`src/rtl/usb2_ep_tx_reader.sv`:
```
// Streams one packet out of the endpoint RAM: issues registered read addresses,
// captures the synchronous-RAM data into a 2-entry buffer and presents it as a valid/ready byte stream.
module usb2_ep_tx_reader #(
  parameter int ADR_W = 10,
  parameter int DAT_W = 8
) (
  input  logic             rd_clk,
  input  logic             rd_rst,
  input  logic             start,
  input  logic [ADR_W-1:0] start_adr,
  input  logic [ADR_W:0]   len,
  input  logic             abort,
  output logic [ADR_W-1:0] ram_adr,
  input  logic [DAT_W-1:0] ram_dat,
  output logic [DAT_W-1:0] out_data,
  output logic             out_valid,
  input  logic             out_ready,
  output logic             out_last,
  output logic             busy,
  output logic             done
);

  // state | meaning
  // IDLE  | waiting for start; zero-length packets complete here
  // FETCH | read addresses still being issued to the RAM
  // DRAIN | all reads issued; emptying pipeline and buffer
  typedef enum logic [1:0] {
    IDLE  = 2'd0,
    FETCH = 2'd1,
    DRAIN = 2'd2
  } state_t;

  localparam logic [ADR_W:0] CNT_ONE = (ADR_W+1)'(1);

  state_t           state;
  state_t           state_nxt;
  logic [ADR_W:0]   fetch_cnt;
  logic [ADR_W:0]   out_cnt;
  logic [DAT_W-1:0] buf1;
  logic             vld1;
  logic             in_flight;
  logic [1:0]       credit;
  logic             pop;
  logic             last_pop;
  logic             accept;
  logic             issue;

  assign pop      = out_valid & out_ready;
  assign last_pop = pop & out_last;
  assign accept   = (state == IDLE) & start & ~abort;
  assign out_last = out_valid & (out_cnt == CNT_ONE);
  assign busy     = (state != IDLE);

  // The byte leaving this cycle frees its slot, which keeps one byte per cycle
  // flowing through the two-cycle RAM read path without ever exceeding two entries.
  assign credit = 2'(out_valid) + 2'(vld1) + 2'(in_flight);
  assign issue  = (state == FETCH) & ~abort &
                  ((credit < 2'd2) | (pop & (credit == 2'd2)));

  always_ff @(posedge rd_clk or posedge rd_rst) begin
    if (rd_rst) begin
      state <= IDLE;
    end else begin
      state <= state_nxt;
    end
  end

  always_comb begin
    state_nxt = state;
    case (state)
      IDLE:    if (accept && (len != '0)) state_nxt = FETCH;
      FETCH:   if (issue && (fetch_cnt == CNT_ONE)) state_nxt = DRAIN;
      DRAIN:   if (last_pop) state_nxt = IDLE;
      default: state_nxt = IDLE;
    endcase
    if (abort) state_nxt = IDLE;
  end

  always_ff @(posedge rd_clk or posedge rd_rst) begin
    if (rd_rst) begin
      ram_adr   <= '0;
      fetch_cnt <= '0;
      out_cnt   <= '0;
      in_flight <= 1'b0;
      done      <= 1'b0;
    end else begin
      done      <= 1'b0;
      in_flight <= issue;
      if (abort) begin
        in_flight <= 1'b0;
        fetch_cnt <= '0;
        out_cnt   <= '0;
      end else if (accept) begin
        ram_adr   <= start_adr;
        fetch_cnt <= len;
        out_cnt   <= len;
        done      <= (len == '0);
      end else begin
        if (issue) begin
          ram_adr   <= ram_adr + 1'b1;
          fetch_cnt <= fetch_cnt - 1'b1;
        end
        if (pop) out_cnt <= out_cnt - 1'b1;
        if (last_pop) done <= 1'b1;
      end
    end
  end

  // Head entry is the output register itself; buf1 only fills while the head is stalled.
  always_ff @(posedge rd_clk or posedge rd_rst) begin
    if (rd_rst) begin
      out_data  <= '0;
      out_valid <= 1'b0;
      buf1      <= '0;
      vld1      <= 1'b0;
    end else if (abort) begin
      out_valid <= 1'b0;
      vld1      <= 1'b0;
    end else if (pop) begin
      if (vld1) begin
        out_data <= buf1;
        vld1     <= in_flight;
        if (in_flight) buf1 <= ram_dat;
      end else begin
        out_valid <= in_flight;
        if (in_flight) out_data <= ram_dat;
      end
    end else if (!out_valid) begin
      out_valid <= in_flight;
      if (in_flight) out_data <= ram_dat;
    end else if (in_flight) begin
      buf1 <= ram_dat;
      vld1 <= 1'b1;
    end
  end

endmodule

```
`config.mk`:
```
export PLATFORM = sky130hd
export DESIGN_NAME = usb2_ep_tx_reader
export DESIGN_NICKNAME = d
export VERILOG_FILES = /design/src/rtl/usb2_ep_tx_reader.sv
export SDC_FILE = /design/constraint.sdc
export NUM_CORES = 1
export LEC_CHECK = 0
export CAP_MARGIN = 0
export CORE_MARGIN = 4
export CORE_UTILIZATION = 24
export CTS_BUF_LIST = sky130_fd_sc_hd__clkbuf_8
export DETAILED_ROUTE_END_ITERATION = 10
export GPL_TIMING_DRIVEN = 0
export PLACE_DENSITY = 0.43
export REMOVE_ABC_BUFFERS = 1
export SYNTH_ARGS = -nofsm -noshare
export SYNTH_HDL_FRONTEND = slang
export SYNTH_SLANG_ARGS = --single-unit
```
`constraint.sdc`:
```
create_clock -name rd_clk -period 3.7 [get_ports rd_clk]
set_clock_uncertainty 0.1 [all_clocks]
set_input_delay 0.74 -clock rd_clk [delete_from_list [all_inputs] [get_ports rd_clk]]
set_output_delay 0.74 -clock rd_clk [all_outputs]
set_load 0.01 [all_outputs]
```
# Word level (Yosys, flattened, before mapping)
# Index checks and enable logic that the tools add are counted.
# word_totals
output_inout_bits	22
latch_bits	0
mem_bits_ro	0
ramBits	0
register_bits	54
inputBits	34
memories	0
# classes
bitwise_logic	10
n_mul	0
eq_ne	11
reduce_logical	17
n_mux	34
order_cmp	1
n_addsub	5
div_mod_pow	0
shift	0
# ops
operator	count
11-bit 2-to-1 mux	6
8-bit 2-to-1 mux	8
11-bit by 1-bit == test with 1-bit output, second input constant	2
11-bit by 1-bit subtractor with 11-bit output, second input constant	2
10-bit 2-to-1 mux	2
1-bit 2-to-1 mux	13
3-bit nonzero test	4
11-bit zero test	1
11-bit nonzero test	1
10-bit by 1-bit adder with 10-bit output, second input constant	1
1-bit bitwise AND	8
2-bit 2-to-1 mux	4
3-bit by 2-bit inequality test with 1-bit output, second input constant	2
3-bit inequality test, second input constant	2
2-bit one-hot mux with 3 select lines	1
2-bit AND reduction	3
3-bit AND reduction	2
2-bit nonzero test	3
2-bit == test, second input constant	2
1-bit by 1-bit adder with 2-bit output	1
2-bit by 1-bit adder with 2-bit output	1
2-bit by 1-bit == test with 1-bit output, second input constant	1
1-bit logical AND	2
2-bit zero test	1
other kinds (5)	5

# Longest topological paths before layout
# Gate-level depths: netlist of the first run.
# depth
ltp_word	10
ltp_mapped	9

# Worst setup path before layout of the first run
# OpenSTA, ideal clock, no wires.
# synth_timing
path_type	reg-to-reg
from	register out_valid
to	register ram_adr[7]
arrival_time_ps	2362
setup_ps	124
path_stages_with_launch	9
required_ps	3476
path_buffers	2
setup_slack_ps	1114
path_cell_list	dfrtp_1 buf_4 inv_1 fa_1 a31oi_4 a2111o_1 buf_6 o32a_1 o31a_1
# synth_via
elab_chain_len	8
elab_cells_between_ends	10
cone_classes	add/sub: 2; order compare: 1; eq/ne: 1; bitwise: 4; reduce/logical: 2
# synth_rtl
element	line_no	source
start, declared	16	output logic out_valid,
start signal, assigned	125	out_valid <= in_flight;
start signal, assigned	129	out_valid <= in_flight;
1-bit by 1-bit adder with 2-bit output	56	assign credit = 2'(out_valid) + 2'(vld1) + 2'(in_flight);
2-bit by 1-bit adder with 2-bit output	56	
2-bit == test	58	((credit < 2'd2) | (pop & (credit == 2'd2)));
1-bit bitwise AND	58	
1-bit OR *	58	
1-bit bitwise AND *	57	assign issue = (state == FETCH) & ~abort &
2-bit nonzero test (no source line) *	n/a	
2-bit AND reduction (no source line) *	n/a	
end signal, assigned	94	ram_adr <= start_adr;
end signal, assigned	100	ram_adr <= ram_adr + 1'b1;
end, declared	13	output logic [ADR_W-1:0] ram_adr,
# Every way passes the cells marked *; elsewhere a longest branch is shown, timed or not.
# A chain may end at the register's enable or synchronous reset.

# Final worst setup path of the first run
# layout_timing
from	input port abort
to	register fetch_cnt[8]
# layout_via
elab_chain_len	4
elab_cells_between_ends	7
cone_classes	mux: 2; bitwise: 4; reduce/logical: 1
# layout_rtl
element	line_no	source
start, declared	12	input logic abort,
1-bit inverter (no source line)	n/a	
1-bit bitwise AND, on equally long branches	57, 50	
1-bit bitwise AND / 11-bit 2-to-1 mux (equally long branches)	57, 93	
3-bit nonzero test (no source line) / 11-bit 2-to-1 mux (equally long branches)	n/a	
end signal, assigned	95	fetch_cnt <= len;
end signal, assigned	101	fetch_cnt <= fetch_cnt - 1'b1;
end, declared	37	logic [ADR_W:0] fetch_cnt;
# Parallel ways exist; a longest one is shown, timed or not.

==> results.toml, run 1 <==
[power_and_ir_drop]
total_power_mw = 2.17
power_leakage_nw = 1.51
peakVddDrop_v = 0.000231
power_density_nw_per_um2 = 554

[synth]
syn-instance-count = 318
synth.distinct_cells = 63
ys_seq_elements = 54
ys.warnings.count = 0
ys.flop_type = "dfrtp_1"
async_reset_ff_share_pct = 100
synth_edf_count = 0
syn_area_sq_um = 3130
synth_seq_area_share_pct = 43.2
avgSynthCellArea_sq_um = 9.83

[global_routing]
grt_pass1_wl_um = 14600
grt_pass1_vias = 2723
grt.total_usage_pct = 12.4
antenna_found_initial = 0
grt_max_degree = 36
overflow = 0

[layout]
final_common_cell = "clkdlybuf4s50_1"
syn2layout_area_growth_pct = 25.2
layout-drive-gt1-share_pct = 7.73
multi_input_area_sq_um = 1640
register_area_sq_um = 1350
final_area_sq_um = 3910
num_antenna_cells = 0
mostFrequentLayoutCells = "55 x clkdlybuf4s50_1, 54 x dfrtp_1, 24 x nand2_1"
final_cells = 534
layout.nets = 403
nFillCells = 1341

[drt]
routed_wl_um = 8820
drt.antenna.violating_nets = 0
vias = 2642
dr.pass1.iters = 4
drt_iter0_drc = 89
drc = 0
vias_per_cell = 4.95
wl_per_cell_um = 16.5

[cts]
hold_buffers = 0
ctsResizeCount = 0
cts_tree = "yes"
cts-buffers-inserted = 5
cts_max_level = 2
clkLatencyLatePin_ns = 0.31
root_buffer = "clkbuf_8"
cts.clk_slew.worst_paths_ns = 0.10
cts_buffer_depth = 2
postCtsSetupBuffers = 0
cts_sinks = 54

[worst_setup_path]
max_stage_delay_ns = 1.25
cp-end-kind = "flop"
critPathArrivalTime_ns = 3.52
worstRegToRegCells = 6
r2r-end = "ram_adr[7]"
r2r-start = "out_valid"
path_cells = "clkdlybuf4s50_1 -> inv_1 -> a221oi_1 -> o21ai_0 -> o2bb2ai_1"
critical_path_class = "in -> reg"
cp-start-kind = "input pin"
slowest_stage = "clkdlybuf4s50_1"
path_max_fanout = 25
rrSetupSlack_ns = 0.81
worstPathRequired_ns = 3.79

[floorplanning]
rows = 41
floorplan.initialDensity_pct = 24.7
pin_count = 56
core_area_sq_um = 12700
die_height_um = 122
die_w_um = 122
die-area_sq_um = 14900

[place]
place_ws_ns = -0.0955
gp_congestion = 0.746
portBuffers = 55
hpwl_um = 6320
dp_cells = 527
place_area_sq_um = 3830

[sta]
finalCriticalPeriod_ns = 3.43
rsz0062_at_grt = "no"
fin_crit_sh_pct = 92.7
fin_ws_ns = 0.270
slew_headroom_pct = 21.5
worst_pin_slew_ns = 1.17
hold_viol = 0
setup_violations = 0
hold_slack_ns = 0.408
slew_violations = 0
max_freq_mhz = 292

[min_path]
hold_end = "fetch_cnt[9]"
min_from = "fetch_cnt[9]"
min_path_cells = 1
hold_path_class = "reg -> reg"

[outcome]
status = "complete, no violations"

[job]
drv_cap = 0
-- logic make-up after synthesis --
group | share of synthesized area (%)
and+or+nand+nor | 20.3
adders and majority gates | 3.04
xor gates and xnor gates | 2.80
DFF | 43.2
buffers and inverters | 4.72
muxes | 3.56
AOI/OAI and AO/OA | 22.3
-- final cells by class --
class	count	share of cell area (%)
inverters	12	1.15
multi-input cells	232	41.8
clock buffers	5	1.76
well taps	172	5.50
repair buffers	57	15.0
flip-flops and latches	54	34.5
clock inverters	2	0.288
-- worst max path at each step --
stage / from / end / cells past startpoint
after floorplan: out_valid / ram_adr[7] / 6
after global placement: abort / fetch_cnt[9] / 5
after detailed placement: abort / fetch_cnt[8] / 5
after CTS: abort / fetch_cnt[8] / 5
after global routing: abort / fetch_cnt[10] / 5
final: abort / fetch_cnt[8] / 5
-- state kept, by name, indices dropped and copies added, names as in the netlist --
name       count
done           1
ram_adr       10
vld1           1
out_valid      1
state          2
buf1           8
in_flight      1
fetch_cnt     11
out_data       8
out_cnt       11
-- through the flow --
stage	setup TNS [ns]	utilization [%]
2_1_floorplan	0	-
3_3_place_gp	-8.23	29.9
3_5_place_dp	-0.224	30.3
4_1_cts	0	30.9
5_1_grt	0	30.9
6_report	0	30.9
-- power by group --
group / switching (mW) / internal (mW) / total [mW]
clock network: 0.201 / 0.128 / 0.329
logic: 0.422 / 0.469 / 0.891
registers: 0.188 / 0.762 / 0.951
-- cell usage after synthesis, types with 9 or more instances --
master / number / area share (%)
dfrtp_1: 54 / 43
nand2_1: 24 / 2.9
nor2_1: 23 / 2.8
nor3_1: 14 / 2.2
o22ai_1: 13 / 2.6
a211oi_1: 12 / 2.9
inv_1: 12 / 1.4
nand3_1: 12 / 1.9
a21oi_1: 10 / 1.6
a2bb2oi_1: 10 / 2.8
clkbuf_1: 9 / 1.1
mux2_2: 9 / 3.2
o21ai_0: 9 / 1.4
-- routing by layer --
metal	global-route usage, %	wire (um)
met1	17.2	4290
met2	19.4	4050
met3	2.92	410
met4	2.87	74
met5	0	0
-- worst max-delay path: cells and delay by family --
family,cells,cell delay [ns]
compound gates,3,1.11
buf+inv,2,1.65
Power figures use the tool's default switching activity.
==> run 2: changes to the inputs <==
- CAP_MARGIN: 0 -> not set
==> results of run 2 <==
Final layout, timing and power as in run 1 (identical DEF).
==> run 3: changes to the inputs <==
- REMOVE_ABC_BUFFERS: 1 -> not set
==> run 3 against run 2 <==
Worst setup slack better by 0.27 ns. Utilization is 0.75 points higher. Maximum frequency rose by 8.5%. Total power grew 4.6%. Flip-flop and latch count stayed put. Routed wire length rose by 6.5%. Die area unchanged. Sequential power decreased by 2.8%. Sequential share of layout area is 0.82 points lower. Hold slack improved by 0.0075 ns. Final cell count is 3.6% higher. Critical path type is now reg -> out. Largest power group is now combinational logic.
==> results.toml, run 3 (synthesis gave the netlist of run 1 again) <==
[outcome]
status = "complete, no violations"

[min_path]
hold_path_class = "reg -> reg"
min_path_cells = 1
min_from = "fetch_cnt[9]"

[power_and_ir_drop]
peakVddDrop_v = 0.000235
power_density_nw_per_um2 = 566
power_leakage_nw = 1.57
total_power_mw = 2.27

[drt]
wl_per_cell_um = 17.0
routed_wl_um = 9400
drc = 0
drt_iter0_drc = 112
vias = 2712
vias_per_cell = 4.90
dr.pass1.iters = 4
drt.antenna.violating_nets = 0

[place]
hpwl_um = 6800
portBuffers = 54
place_area_sq_um = 3900
dp_cells = 545
place_ws_ns = 0.696
gp_congestion = 0.753

[worst_setup_path]
slowest_stage = "nor4_1"
worstPathRequired_ns = 2.86
cp-start-kind = "flop"
worstRegToRegCells = 9
path_cells = "nor4_1 -> nand3_1 -> nor2_1 -> clkdlybuf4s50_1"
cp-startpoint = "out_cnt[8]"
max_stage_delay_ns = 0.77
cp-end-kind = "output port"
path_max_fanout = 4
r2r-start = "out_valid"
critical_path_class = "reg -> out"
critPathArrivalTime_ns = 2.32

[sta]
slew_violations = 0
max_freq_mhz = 316
rsz0062_at_grt = "no"
slew_headroom_pct = 41.9
fin_ws_ns = 0.538
setup_violations = 0
worst_pin_slew_ns = 0.863
tns_ns = 0
finalCriticalPeriod_ns = 3.16
hold_slack_ns = 0.415
hold_viol = 0
fin_crit_sh_pct = 85.5

[layout]
num_antenna_cells = 0
fin_util_pct = 31.6
reg_top3 = "fetch_cnt (11), out_cnt (11), ram_adr (10)"
syn2layout_area_growth_pct = 28.2
final_area_sq_um = 4010
final_cells = 553
layout-drive-gt1-share_pct = 9.71
mostFrequentLayoutCells = "54 x dfrtp_1, 54 x clkdlybuf4s50_1, 24 x nand2_1"
layout.nets = 421

[cts]
clkLatencyLatePin_ns = 0.32
postCtsSetupBuffers = 0
cts.clk_slew.worst_paths_ns = 0.11
cts_buffer_depth = 2
cts_tree = "yes"
root_buffer = "clkbuf_8"
cts-buffers-inserted = 5
ctsResizeCount = 0
cts_sinks = 54
cts_max_level = 2
hold_buffers = 0

[global_routing]
antenna_found_initial = 0
grt_max_degree = 36
grt_pass1_wl_um = 15800
grt_pass1_vias = 2849
overflow = 0
grt.total_usage_pct = 13.4

[floorplanning]
floorplan.initialDensity_pct = 24.7
die-area_sq_um = 14900
pin_count = 56
die_height_um = 122
die_w_um = 122
rows = 41
core_area_sq_um = 12700

[synth]
synth.net_count = 359

[job]
drv_cap = 0
## run 3: cell count changes in the layout (fill, tap and decap cells not counted)
cell | before | now
buf_4 | 0 | 1
buf_2 | 0 | 7
buf_8 | 1 | 0
buf_6 | 0 | 2
bufinv_16 | 0 | 1
clkbuf_1 | 0 | 9
clkdlybuf4s50_1 | 55 | 54
inv_1 | 12 | 13
nor4b_4 | 1 | 0
clkinvlp_4 | 1 | 0
nor4b_2 | 0 | 1
buf_1 | 0 | 1
## run 3: path summary, 6_finish.rpt
path,end,slack (ns)
max in group asynchronous,fetch_cnt[10],2.29
min in group asynchronous,buf1[5],0.65
hold / removal,fetch_cnt[9],0.42
setup / recovery,out_last,0.54
setup reg to reg,ram_adr[5],0.91
hold reg to reg,fetch_cnt[9],0.42
## run 3: per-layer routing
| metal | GRT usage, % | vias to the layer above | wire length (um) |
|---|---|---|---|
| met2 | 21.8 | 48 | 4390 |
| met4 | 3.36 | 0 | 114 |
| li1 | - | 1326 | - |
| met3 | 3.34 | 9 | 398 |
| met5 | 0 | - | 0 |
| met1 | 18.0 | 1329 | 4490 |
## run 3: cell type report
class,instances,area (sq um)
clock inverters,3,37.5
plain buffers,20,103
clock buffers,5,68.8
flip-flops and latches,54,1350
inverters,12,45.0
well taps,172,215
fillers,1320,8660
repair buffers,55,561
multi-input cells,232,1630
## run 3: worst max-delay path: cells and delay by family, from the launching register on
kind | cells | cell delay (ns)
flip-flops | 1 | 0.42
buffers and inverters | 1 | 0.55
AND/OR/NAND/NOR | 3 | 1.03
## run 3: where the power goes
group	total [mW]	switching (mW)	internal, mW
clock	0.406	0.208	0.198
combinational	0.940	0.458	0.482
sequential	0.924	0.162	0.762
